### config.mk
export PLATFORM = sky130hd
export DESIGN_NAME = commit_arbiter
export DESIGN_NICKNAME = d
export VERILOG_FILES = /design/src/rtl/apogeo_pkg.sv /design/src/rtl/commit_fifo.sv /design/src/rtl/commit_arbiter.sv
export SDC_FILE = /design/constraint.sdc
export NUM_CORES = 1
export LEC_CHECK = 0
export CAP_MARGIN = 10
export CORE_UTILIZATION = 45
export CTS_BUF_LIST = sky130_fd_sc_hd__clkbuf_4
export CTS_CLUSTER_DIAMETER = 80
export DETAILED_ROUTE_END_ITERATION = 12
export PLACE_DENSITY = 0.7
export SETUP_SLACK_MARGIN = 0.5
export SYNTH_ARGS = -nofsm -noshare
export SYNTH_HDL_FRONTEND = slang
export SYNTH_SLANG_ARGS = --single-unit
### constraint.sdc
create_clock -name clk_i -period 26.1 [get_ports clk_i]
set_input_delay 7.83 -clock clk_i [delete_from_list [all_inputs] [get_ports clk_i]]
set_output_delay 7.83 -clock clk_i [all_outputs]
set_load 0.01 [all_outputs]
### src/rtl/apogeo_pkg.sv
// Shared commit-stage types, default sizing and the round-robin wrap helper.
package apogeo_pkg;

    localparam int unsigned COMMIT_CHANNELS = 3;
    localparam int unsigned COMMIT_DEPTH    = 8;
    localparam int unsigned COMMIT_DATA_W   = 32;
    localparam int unsigned COMMIT_TAG_W    = 6;
    localparam int unsigned COMMIT_META_W   = 16;

    typedef struct packed {
        logic [COMMIT_DATA_W-1:0] data;
        logic [COMMIT_TAG_W-1:0]  tag;
        logic [COMMIT_META_W-1:0] meta;
    } commit_entry_t;

    function automatic int unsigned rr_next(input int unsigned idx, input int unsigned n);
        return (idx + 1) % n;
    endfunction

endpackage

### src/rtl/commit_fifo.sv
// Synchronous show-ahead FIFO with async reset and synchronous flush.
module commit_fifo #(
    parameter int unsigned DEPTH = 8,
    parameter int unsigned WIDTH = 8
) (
    input  logic             clk_i,
    input  logic             rst_n_i,
    input  logic             flush_i,
    input  logic             push_i,
    input  logic             pop_i,
    input  logic [WIDTH-1:0] data_i,
    output logic [WIDTH-1:0] data_o,
    output logic             full_o,
    output logic             empty_o
);
    localparam int unsigned AW = $clog2(DEPTH);

    logic [WIDTH-1:0] mem_q [DEPTH];
    logic [AW-1:0]    wr_ptr_q, rd_ptr_q;
    logic [AW:0]      cnt_q, cnt_d;
    logic             do_push, do_pop;

    assign full_o  = (cnt_q == (AW+1)'(DEPTH));
    assign empty_o = (cnt_q == '0);
    assign do_push = push_i & ~full_o;
    assign do_pop  = pop_i & ~empty_o;
    assign data_o  = mem_q[rd_ptr_q];

    always_comb begin
        cnt_d = cnt_q;
        if (do_push & ~do_pop)
            cnt_d = cnt_q + 1'b1;
        else if (do_pop & ~do_push)
            cnt_d = cnt_q - 1'b1;
    end

    always_ff @(posedge clk_i or negedge rst_n_i) begin
        if (!rst_n_i) begin
            wr_ptr_q <= '0;
            rd_ptr_q <= '0;
            cnt_q    <= '0;
        end else if (flush_i) begin
            wr_ptr_q <= '0;
            rd_ptr_q <= '0;
            cnt_q    <= '0;
        end else begin
            if (do_push) wr_ptr_q <= wr_ptr_q + 1'b1;
            if (do_pop)  rd_ptr_q <= rd_ptr_q + 1'b1;
            cnt_q <= cnt_d;
        end
    end

    // Storage is not reset: the head is only observed while the FIFO is non-empty.
    always_ff @(posedge clk_i) begin
        if (do_push & ~flush_i)
            mem_q[wr_ptr_q] <= data_i;
    end

endmodule

### src/rtl/commit_arbiter.sv
// Commit stage: per-channel FIFOs with empty-FIFO bypass, drained round-robin into the ROB.
module commit_arbiter
    import apogeo_pkg::*;
#(
    parameter int unsigned NUM_CH = COMMIT_CHANNELS,
    parameter int unsigned DEPTH  = COMMIT_DEPTH,
    parameter int unsigned DATA_W = COMMIT_DATA_W,
    parameter int unsigned TAG_W  = COMMIT_TAG_W,
    parameter int unsigned META_W = COMMIT_META_W
) (
    input  logic                     clk_i,
    input  logic                     rst_n_i,
    input  logic                     flush_i,
    input  logic [NUM_CH-1:0]        valid_i,
    output logic [NUM_CH-1:0]        ready_o,
    input  logic [NUM_CH*DATA_W-1:0] result_i,
    input  logic [NUM_CH*TAG_W-1:0]  tag_i,
    input  logic [NUM_CH*META_W-1:0] meta_i,
    input  logic                     rob_ready_i,
    output logic                     rob_write_o,
    output logic [TAG_W-1:0]         rob_tag_o,
    output logic [DATA_W-1:0]        rob_data_o,
    output logic [META_W-1:0]        rob_meta_o,
    output logic [NUM_CH-1:0]        fwd_valid_o,
    output logic [NUM_CH*DATA_W-1:0] fwd_data_o
);
    localparam int unsigned CH_W = $clog2(NUM_CH);

    typedef struct packed {
        logic [DATA_W-1:0] data;
        logic [TAG_W-1:0]  tag;
        logic [META_W-1:0] meta;
    } entry_t;

    entry_t            in_ent [NUM_CH];
    entry_t            head   [NUM_CH];
    entry_t            sel;
    logic [NUM_CH-1:0] full, empty, req, push, pop;
    logic [CH_W-1:0]   rr_q, rr_d, gnt;
    logic              any_req, wr_en, granted;
    int unsigned       idx;

    always_comb begin
        for (int unsigned c = 0; c < NUM_CH; c++) begin
            in_ent[c].data = result_i[c*DATA_W +: DATA_W];
            in_ent[c].tag  = tag_i[c*TAG_W +: TAG_W];
            in_ent[c].meta = meta_i[c*META_W +: META_W];
            fwd_data_o[c*DATA_W +: DATA_W] =
                (valid_i[c] & rst_n_i) ? result_i[c*DATA_W +: DATA_W] : '0;
        end
    end

    assign req         = ~empty | valid_i;
    assign ready_o     = ~full;
    assign fwd_valid_o = valid_i & {NUM_CH{rst_n_i}};

    // Walking from the RR pointer is the rotate / priority-encode / rotate-back in one loop.
    always_comb begin
        gnt     = '0;
        any_req = 1'b0;
        idx     = 0;
        for (int unsigned i = 0; i < NUM_CH; i++) begin
            idx = (int'(rr_q) + i) % NUM_CH;
            if (!any_req && req[idx]) begin
                any_req = 1'b1;
                gnt     = CH_W'(idx);
            end
        end
    end

    assign wr_en       = any_req & ~flush_i & rst_n_i;
    assign sel         = empty[gnt] ? in_ent[gnt] : head[gnt];
    assign rob_write_o = wr_en;
    assign rob_tag_o   = wr_en ? sel.tag  : '0;
    assign rob_data_o  = wr_en ? sel.data : '0;
    assign rob_meta_o  = wr_en ? sel.meta : '0;

    // A bypassed input only lands in its FIFO when the ROB refuses it.
    always_comb begin
        push    = '0;
        pop     = '0;
        granted = 1'b0;
        for (int unsigned c = 0; c < NUM_CH; c++) begin
            granted = wr_en && (int'(gnt) == c);
            pop[c]  = granted & ~empty[c] & rob_ready_i;
            push[c] = valid_i[c] & ~full[c] & ~flush_i &
                      ~(granted & empty[c] & rob_ready_i);
        end
    end

    always_comb begin
        rr_d = rr_q;
        if (flush_i)
            rr_d = '0;
        else if (wr_en & rob_ready_i)
            rr_d = CH_W'(rr_next(int'(gnt), NUM_CH));
    end

    always_ff @(posedge clk_i or negedge rst_n_i) begin
        if (!rst_n_i) rr_q <= '0;
        else          rr_q <= rr_d;
    end

    for (genvar g = 0; g < NUM_CH; g++) begin : g_fifo
        commit_fifo #(
            .DEPTH(DEPTH),
            .WIDTH($bits(entry_t))
        ) u_fifo (
            .clk_i  (clk_i),
            .rst_n_i(rst_n_i),
            .flush_i(flush_i),
            .push_i (push[g]),
            .pop_i  (pop[g]),
            .data_i (in_ent[g]),
            .data_o (head[g]),
            .full_o (full[g]),
            .empty_o(empty[g])
        );
    end

endmodule
==> flow_metrics.env, run 1 <==
export IMPL_status="finished clean"
export IMPL_ant_nets=0
export IMPL_yosys_most_used_dff="sky130_fd_sc_hd__edfxtp_1"
export IMPL_first_iter_violations=3483
export IMPL_worst_endpoint_arrival_ns=12.13
export IMPL_synth_seq_cells=1328
export IMPL_cts_made_buffers=347
export IMPL_worst_skew_pair_later_pin_latency_ns=1.23
export IMPL_groute_usage_overall_pct=25.3
export IMPL_die_height_um=348
export IMPL_power_ir_vdd_worst_uv=108
export IMPL_timing_hold_worst_path_depth=1
export IMPL_crit_type="in -> out"
export IMPL_power_density_mw_per_mm2=79.5
export IMPL_most_common_library_cell_in_the_layout_ignoring_fill_and_taps="sky130_fd_sc_hd__edfxtp_1"
export IMPL_worst_r2r_cell_count=9
export IMPL_post_synth_inst_count=2757
export IMPL_number_of_global_route_vias_before_repair=31200
export IMPL_synth_largest_type_area_fraction_pct=72.3
export IMPL_crit_path_from="valid_i[1]"
export IMPL_synth_top_cells_by_area="sky130_fd_sc_hd__edfxtp_1 72%, sky130_fd_sc_hd__mux4_2 14%, sky130_fd_sc_hd__mux2i_1 3.2%"
export IMPL_layout_worst_path_cycle_share_pct=76.5
export IMPL_fmax_mhz=50.1
export IMPL_fp_dieW_um=348
export IMPL_worst_pin_slew_ns=1.28
export IMPL_synth_enable_flop_cells=1296
export IMPL_cts_root_buffer="sky130_fd_sc_hd__clkbuf_4"
export IMPL_clock_tree_htree_level_count=5
export IMPL_origin_of_the_worst_min_delay_path="g_fifo[0].u_fifo.cnt_q[3]"
export IMPL_ys_types=60
export IMPL_drt_total_wl_um=152000
export IMPL_maxSlewViolCount=0
export IMPL_top_level_ports=326
export IMPL_whs_endpoint="g_fifo[0].u_fifo.cnt_q[3]"
export IMPL_critical_path_reg2reg_endpoint="g_fifo[0].u_fifo.mem_q[7][26]"
export IMPL_power_leakage_uw=0.0202
export IMPL_timing_final_setup_violations=0
export IMPL_cts_hold_fix_buffers=0
export IMPL_setup_worst_path_end_class="output pin"
export IMPL_fin_crit_ns=19.96
export IMPL_critPathLaunchType="input pin"
export IMPL_mapped_nets=2943
export IMPL_via_per_inst=5.95
export IMPL_final_net_count=3507
export IMPL_grt_max_degree=109
export IMPL_start_util_pct=45.5
export IMPL_hold_ws_ns=0.542
export IMPL_placement_rows=126
export IMPL_grt_pass1_wl_um=217000
export IMPL_detail_route_wl_per_cell_um=29.6
export IMPL_number_of_antenna_violations_at_the_first_check_in_global_routing=17
export IMPL_clockBufferDepth=4
export IMPL_route_detailed_drc=0
export IMPL_drt_first_pass_iters=5
export IMPL_layout_cells_most_common_list="1296 x sky130_fd_sc_hd__edfxtp_1, 497 x sky130_fd_sc_hd__clkbuf_4, 324 x sky130_fd_sc_hd__mux4_2"
export IMPL_rr_startpoint="g_fifo[1].u_fifo.cnt_q[1]"
export IMPL_post_cts_resize_count=0
export IMPL_sequential_fraction_of_the_synthesis_area_pct=73.8
export IMPL_async_reset_ff_share_pct=2.41
export IMPL_overflow_left_after_global_routing=0
export IMPL_hpwl_um=92500
export IMPL_critical_path_required_ns=18.27
export IMPL_mappedNetlistArea_mm2=0.0538
export IMPL_timing_reg2reg_setup_slack_ns=21.32
export IMPL_grt_setup_unrepaired="false"
export IMPL_tritoncts_num_sinks=1328
export IMPL_skew_ns=0.0702
export IMPL_cts_setup_buffers=0
export IMPL_hold_fails_final_rpt=0
export IMPL_crit_path_max_fanout=108
export IMPL_max_cap_violations=0
export IMPL_timing_hold_worst_class="reg -> reg"
export IMPL_place_port_buffers=325
export IMPL_die_area_mm2=0.121
export IMPL_yosysWarnings=0
export IMPL_syn_avg_cell_area_um2=19.5
export IMPL_ratio_of_cells_with_drive_above_1_in_the_final_layout_pct=27.3
export IMPL_gpl_final_weighted_congestion=0.858
export IMPL_synth_largest_area_cell="sky130_fd_sc_hd__edfxtp_1"
export IMPL_maxSlewHeadroom_pct=14.7
export IMPL_coreArea_mm2=0.118
export IMPL_path_clk_slew_ns=0.07
export IMPL_via_count=30600
export IMPL_setup_tns_ns=0
export IMPL_area_delta_synth_final_pct=17.4
export IMPL_tritoncts="yes"
==> cell usage after synthesis (3+ instances only) <==
master and number:
sky130_fd_sc_hd__buf_2 17, sky130_fd_sc_hd__a21o_1 7, sky130_fd_sc_hd__buf_1 34, sky130_fd_sc_hd__xor2_1 3
sky130_fd_sc_hd__a311o_1 55, sky130_fd_sc_hd__nor4_1 4, sky130_fd_sc_hd__nor3_1 18, sky130_fd_sc_hd__mux2i_1 173
sky130_fd_sc_hd__o22ai_1 55, sky130_fd_sc_hd__fa_1 3, sky130_fd_sc_hd__a21oi_1 9, sky130_fd_sc_hd__o31ai_1 5
sky130_fd_sc_hd__nand2_1 139, sky130_fd_sc_hd__edfxtp_1 1296, sky130_fd_sc_hd__mux4_2 324, sky130_fd_sc_hd__nor2_1 136
sky130_fd_sc_hd__or3_1 4, sky130_fd_sc_hd__nor4b_1 4, sky130_fd_sc_hd__dfrtp_1 32, sky130_fd_sc_hd__and2_1 3
sky130_fd_sc_hd__xnor2_1 9, sky130_fd_sc_hd__clkbuf_1 128, sky130_fd_sc_hd__a211oi_1 3, sky130_fd_sc_hd__nand3_1 6
sky130_fd_sc_hd__and3_1 153, sky130_fd_sc_hd__ha_1 14, sky130_fd_sc_hd__nor3b_1 4, sky130_fd_sc_hd__o21ai_0 62
sky130_fd_sc_hd__inv_1 19
==> power breakdown <==
part	leakage [uW]	switching, uW	internal, uW	total, uW
clock network	0.00247	798	895	1690
logic	0.00562	571	345	916
registers	0.0121	26.0	2390	2420
==> registers in the layout, indices dropped and copies added, names as in the netlist <==
register	count
g_fifo.u_fifo.cnt_q	12
rr_q	2
g_fifo.u_fifo.rd_ptr_q	9
g_fifo.u_fifo.wr_ptr_q	9
g_fifo.u_fifo.mem_q	1296
==> per-layer routing <==
layer  share of wire, %  track usage, %  vias up
met5              0.037               0        -
met4                3.5            10.9        8
met3                 11            6.71      275
met2                 49            40.5     1883
met1                 37            32.8    15800
li1                   -               -    12700
==> through the flow <==
step / setup WS [ns] / power (uW) / util [%] / std cells / instance area, um2
3_5_place_dp: 6.27 / 3360 / 49.9 / 4572 / 59100
3_3_place_gp: 6.33 / 3340 / 49.9 / 4572 / 59100
6_report: 6.14 / 5030 / 53.4 / 5145 / 63200
5_1_grt: 6.00 / 5220 / 53.4 / 5143 / 63200
4_1_cts: 6.25 / 5050 / 53.4 / 5134 / 63200
2_1_floorplan: 8.81 / 2970 / - / 2757 / 53800
==> cells by family after synthesis <==
group | Yosys count | share of synthesized area [%]
flip-flops | 1328 | 73.8
multiplexers | 497 | 16.8
adder cells (fa/ha/maj) | 17 | 0.437
buffers and inverters | 199 | 1.44
AO/OA/AOI/OAI | 217 | 2.95
AND/OR/NAND/NOR | 487 | 4.45
XOR/XNOR | 12 | 0.195
==> how the worst max path moves through the flow <==
stage	to	cells after the start
floorplan	rob_data_o[20]	7
global placement	rob_data_o[26]	11
detailed placement	rob_data_o[26]	11
CTS	rob_data_o[26]	11
global route	rob_data_o[26]	11
finish	rob_tag_o[3]	11
==> critical path: stages <==
cell                              delay [ns]
sky130_fd_sc_hd__buf_2                  0.07
sky130_fd_sc_hd__buf_4                  0.44
sky130_fd_sc_hd__nor3_1                 0.28
sky130_fd_sc_hd__o2111ai_4              0.23
sky130_fd_sc_hd__buf_4                  0.76
sky130_fd_sc_hd__nor2_1                 0.16
sky130_fd_sc_hd__a31oi_4                0.18
sky130_fd_sc_hd__buf_4                  0.96
sky130_fd_sc_hd__o21ai_0                0.28
sky130_fd_sc_hd__and3_1                 0.27
sky130_fd_sc_hd__clkdlybuf4s50_1        0.53
==> area by class of cell <==
class | count | area [um2]
repair buffers | 395 | 3760
clock buffers | 497 | 3730
multi-input cells | 1230 | 13500
well taps | 1600 | 2000
flip-flops and latches | 1328 | 39800
inverters | 19 | 71.3
fillers | 9307 | 55200
diodes | 11 | 27.5
clock inverters | 65 | 333
No activity file was read; power rests on OpenSTA's default activity.
==> run 2, diff against run 1 <==
Clock period 26.1 ns to 18.7 ns, I/O delays scaled along.
==> run 2 against run 1 <==
Non-clock buffer count shrank 4; clock power rose by 36%; global-route usage decreased by 0.47 points; clock-buffer cell count is 26 lower; register-to-register slack worse by 7.8 ns; critical path depth did not move; clock skew is 0.035 ns higher; cell area fell by 0.35%; largest cell class unchanged; largest power group unchanged.
==> flow_metrics.env, run 2 (synthesis results as in run 1) <==
export IMPL_number_of_global_route_vias_before_repair=30500
export IMPL_grt_setup_unrepaired="false"
export IMPL_via_per_inst=5.96
export IMPL_first_iter_violations=3725
export IMPL_power_ir_vdd_worst_uv=106
export IMPL_via_count=30600
export IMPL_final_critical_path_setup_slack_ns=3.81
export IMPL_layout_worst_path_cycle_share_pct=79.6
export IMPL_number_of_antenna_violations_at_the_first_check_in_global_routing=26
export IMPL_fmax_mhz=67.2
export IMPL_setup_slack_at_placement_ns=3.93
export IMPL_final_net_count=3499
export IMPL_worst_skew_pair_later_pin_latency_ns=1.18
export IMPL_crit_path_max_fanout=63
export IMPL_maxSlewViolCount=0
export IMPL_tritoncts_num_sinks=1328
export IMPL_power_density_mw_per_mm2=110
export IMPL_hold_fails_final_rpt=0
export IMPL_cts_hold_fix_buffers=0
export IMPL_route_detailed_drc=0
export IMPL_layout_cells_most_common_list="1296 x sky130_fd_sc_hd__edfxtp_1, 471 x sky130_fd_sc_hd__clkbuf_4, 324 x sky130_fd_sc_hd__mux4_2"
export IMPL_cts_root_buffer="sky130_fd_sc_hd__clkbuf_4"
export IMPL_drt_first_pass_iters=7
export IMPL_setup_tns_ns=0
export IMPL_detail_route_wl_per_cell_um=29.3
export IMPL_die_height_um=348
export IMPL_start_util_pct=45.5
export IMPL_groute_usage_overall_pct=24.9
export IMPL_clockBufferDepth=4
export IMPL_place_port_buffers=325
export IMPL_ant_nets=0
export IMPL_crit_type="in -> out"
export IMPL_power_leakage_uw=0.0201
export IMPL_cts_made_buffers=343
export IMPL_critical_path_required_ns=13.09
export IMPL_grt_max_degree=88
export IMPL_gpl_final_weighted_congestion=0.880
export IMPL_area_delta_synth_final_pct=17.0
export IMPL_top_level_ports=326
export IMPL_grt_pass1_wl_um=214000
export IMPL_reg_largest_list="g_fifo.u_fifo.mem_q x1296, g_fifo.u_fifo.cnt_q x12"
export IMPL_critPathLaunchType="input pin"
export IMPL_setup_worst_path_end_class="output pin"
export IMPL_placement_rows=126
export IMPL_tritoncts="yes"
export IMPL_clock_tree_htree_level_count=5
export IMPL_post_cts_resize_count=0
export IMPL_coreArea_mm2=0.118
export IMPL_maxSlewHeadroom_pct=28.0
export IMPL_overflow_left_after_global_routing=0
export IMPL_number_of_flip_flops_under_the_largest_register_name=1296
export IMPL_ratio_of_cells_with_drive_above_1_in_the_final_layout_pct=26.5
export IMPL_worst_endpoint_arrival_ns=9.28
export IMPL_cts_setup_buffers=0
export IMPL_fp_dieW_um=348
export IMPL_timing_final_setup_violations=0
export IMPL_hpwl_um=92400
export IMPL_status="finished clean"
export IMPL_timing_hold_worst_class="reg -> reg"
export IMPL_max_cap_violations=0
export IMPL_skew_ns=0.105
export IMPL_path_clk_slew_ns=0.06
export IMPL_most_common_library_cell_in_the_layout_ignoring_fill_and_taps="sky130_fd_sc_hd__edfxtp_1"
export IMPL_die_area_mm2=0.121
export IMPL_fin_crit_ns=14.89
export IMPL_drt_total_wl_um=150000
export IMPL_worst_pin_slew_ns=1.08
export IMPL_top_reg_by_flops="g_fifo.u_fifo.mem_q"
## run 2: cell count changes in the layout (fill, tap and decap cells not counted)
cell	previous run	this run
sky130_fd_sc_hd__clkbuf_4	497	471
sky130_fd_sc_hd__clkinv_1	45	58
sky130_fd_sc_hd__buf_4	71	67
sky130_fd_sc_hd__clkinv_2	8	6
sky130_fd_sc_hd__bufinv_16	3	2
sky130_fd_sc_hd__clkinvlp_4	0	1
sky130_fd_sc_hd__inv_2	9	8
sky130_fd_sc_hd__nor3_2	7	8
sky130_fd_sc_hd__nor3_4	1	0
## run 2: where the power goes
group | internal [uW] | leakage, uW | switching [uW] | total (uW)
Clock | 1180 | 0.00234 | 1120 | 2290
Sequential | 3340 | 0.0121 | 36.9 | 3370
Combinational | 480 | 0.00560 | 764 | 1240
## run 2: layout make-up
cell class              count  area, um2
well taps                1600       2000
clock buffers             471       3540
multi-input cells        1230      13500
fillers                  9309      55400
repair buffers            391       3730
clock inverters            75        345
inverters                  19       71.3
flip-flops and latches   1328      39800
diodes                     11       27.5
## run 2: final timing paths
kind	slack, ns	from	to	cells past startpoint
max in group asynchronous	12.84	rst_n_i	g_fifo[1].u_fifo.rd_ptr_q[2]	2
worst min-delay path	0.55	g_fifo[0].u_fifo.cnt_q[3]	g_fifo[0].u_fifo.cnt_q[3]	1
worst min register to register	0.55	g_fifo[0].u_fifo.cnt_q[3]	g_fifo[0].u_fifo.cnt_q[3]	1
worst max register to register	13.48	g_fifo[1].u_fifo.cnt_q[1]	g_fifo[0].u_fifo.mem_q[3][46]	9
min in group asynchronous	4.45	rst_n_i	rr_q[0]	1
worst max-delay path	3.81	valid_i[2]	rob_data_o[26]	11
## run 2: per-layer routing
layer / track usage, % / wire length (um)
met2: 39.3 / 72100
met5: 0 / 68
met4: 10.1 / 4760
met3: 6.71 / 16600
met1: 32.8 / 56300
## run 2: through the flow
step	instances	utilization (%)	power [uW]	hold slack, ns	area [um2]
2_1_floorplan	2757	-	4150	0.492	53800
3_3_place_gp	4568	49.9	4640	0.537	59100
3_5_place_dp	4568	49.9	4660	0.541	59100
4_1_cts	5114	53.2	6950	0.548	63000
5_1_grt	5123	53.2	7190	0.582	63000
6_report	5125	53.2	6910	0.546	63000
## run 2: worst max-delay path, stage by stage
cell and delay (ns):
sky130_fd_sc_hd__buf_2 0.07, sky130_fd_sc_hd__buf_4 0.42, sky130_fd_sc_hd__inv_1 0.21, sky130_fd_sc_hd__a31oi_1 0.27
sky130_fd_sc_hd__a21oi_1 0.13, sky130_fd_sc_hd__nand2_4 0.50, sky130_fd_sc_hd__buf_4 0.71, sky130_fd_sc_hd__o22ai_1 0.18
sky130_fd_sc_hd__o21ai_0 0.16, sky130_fd_sc_hd__and3_1 0.34, sky130_fd_sc_hd__clkdlybuf4s50_1 0.61
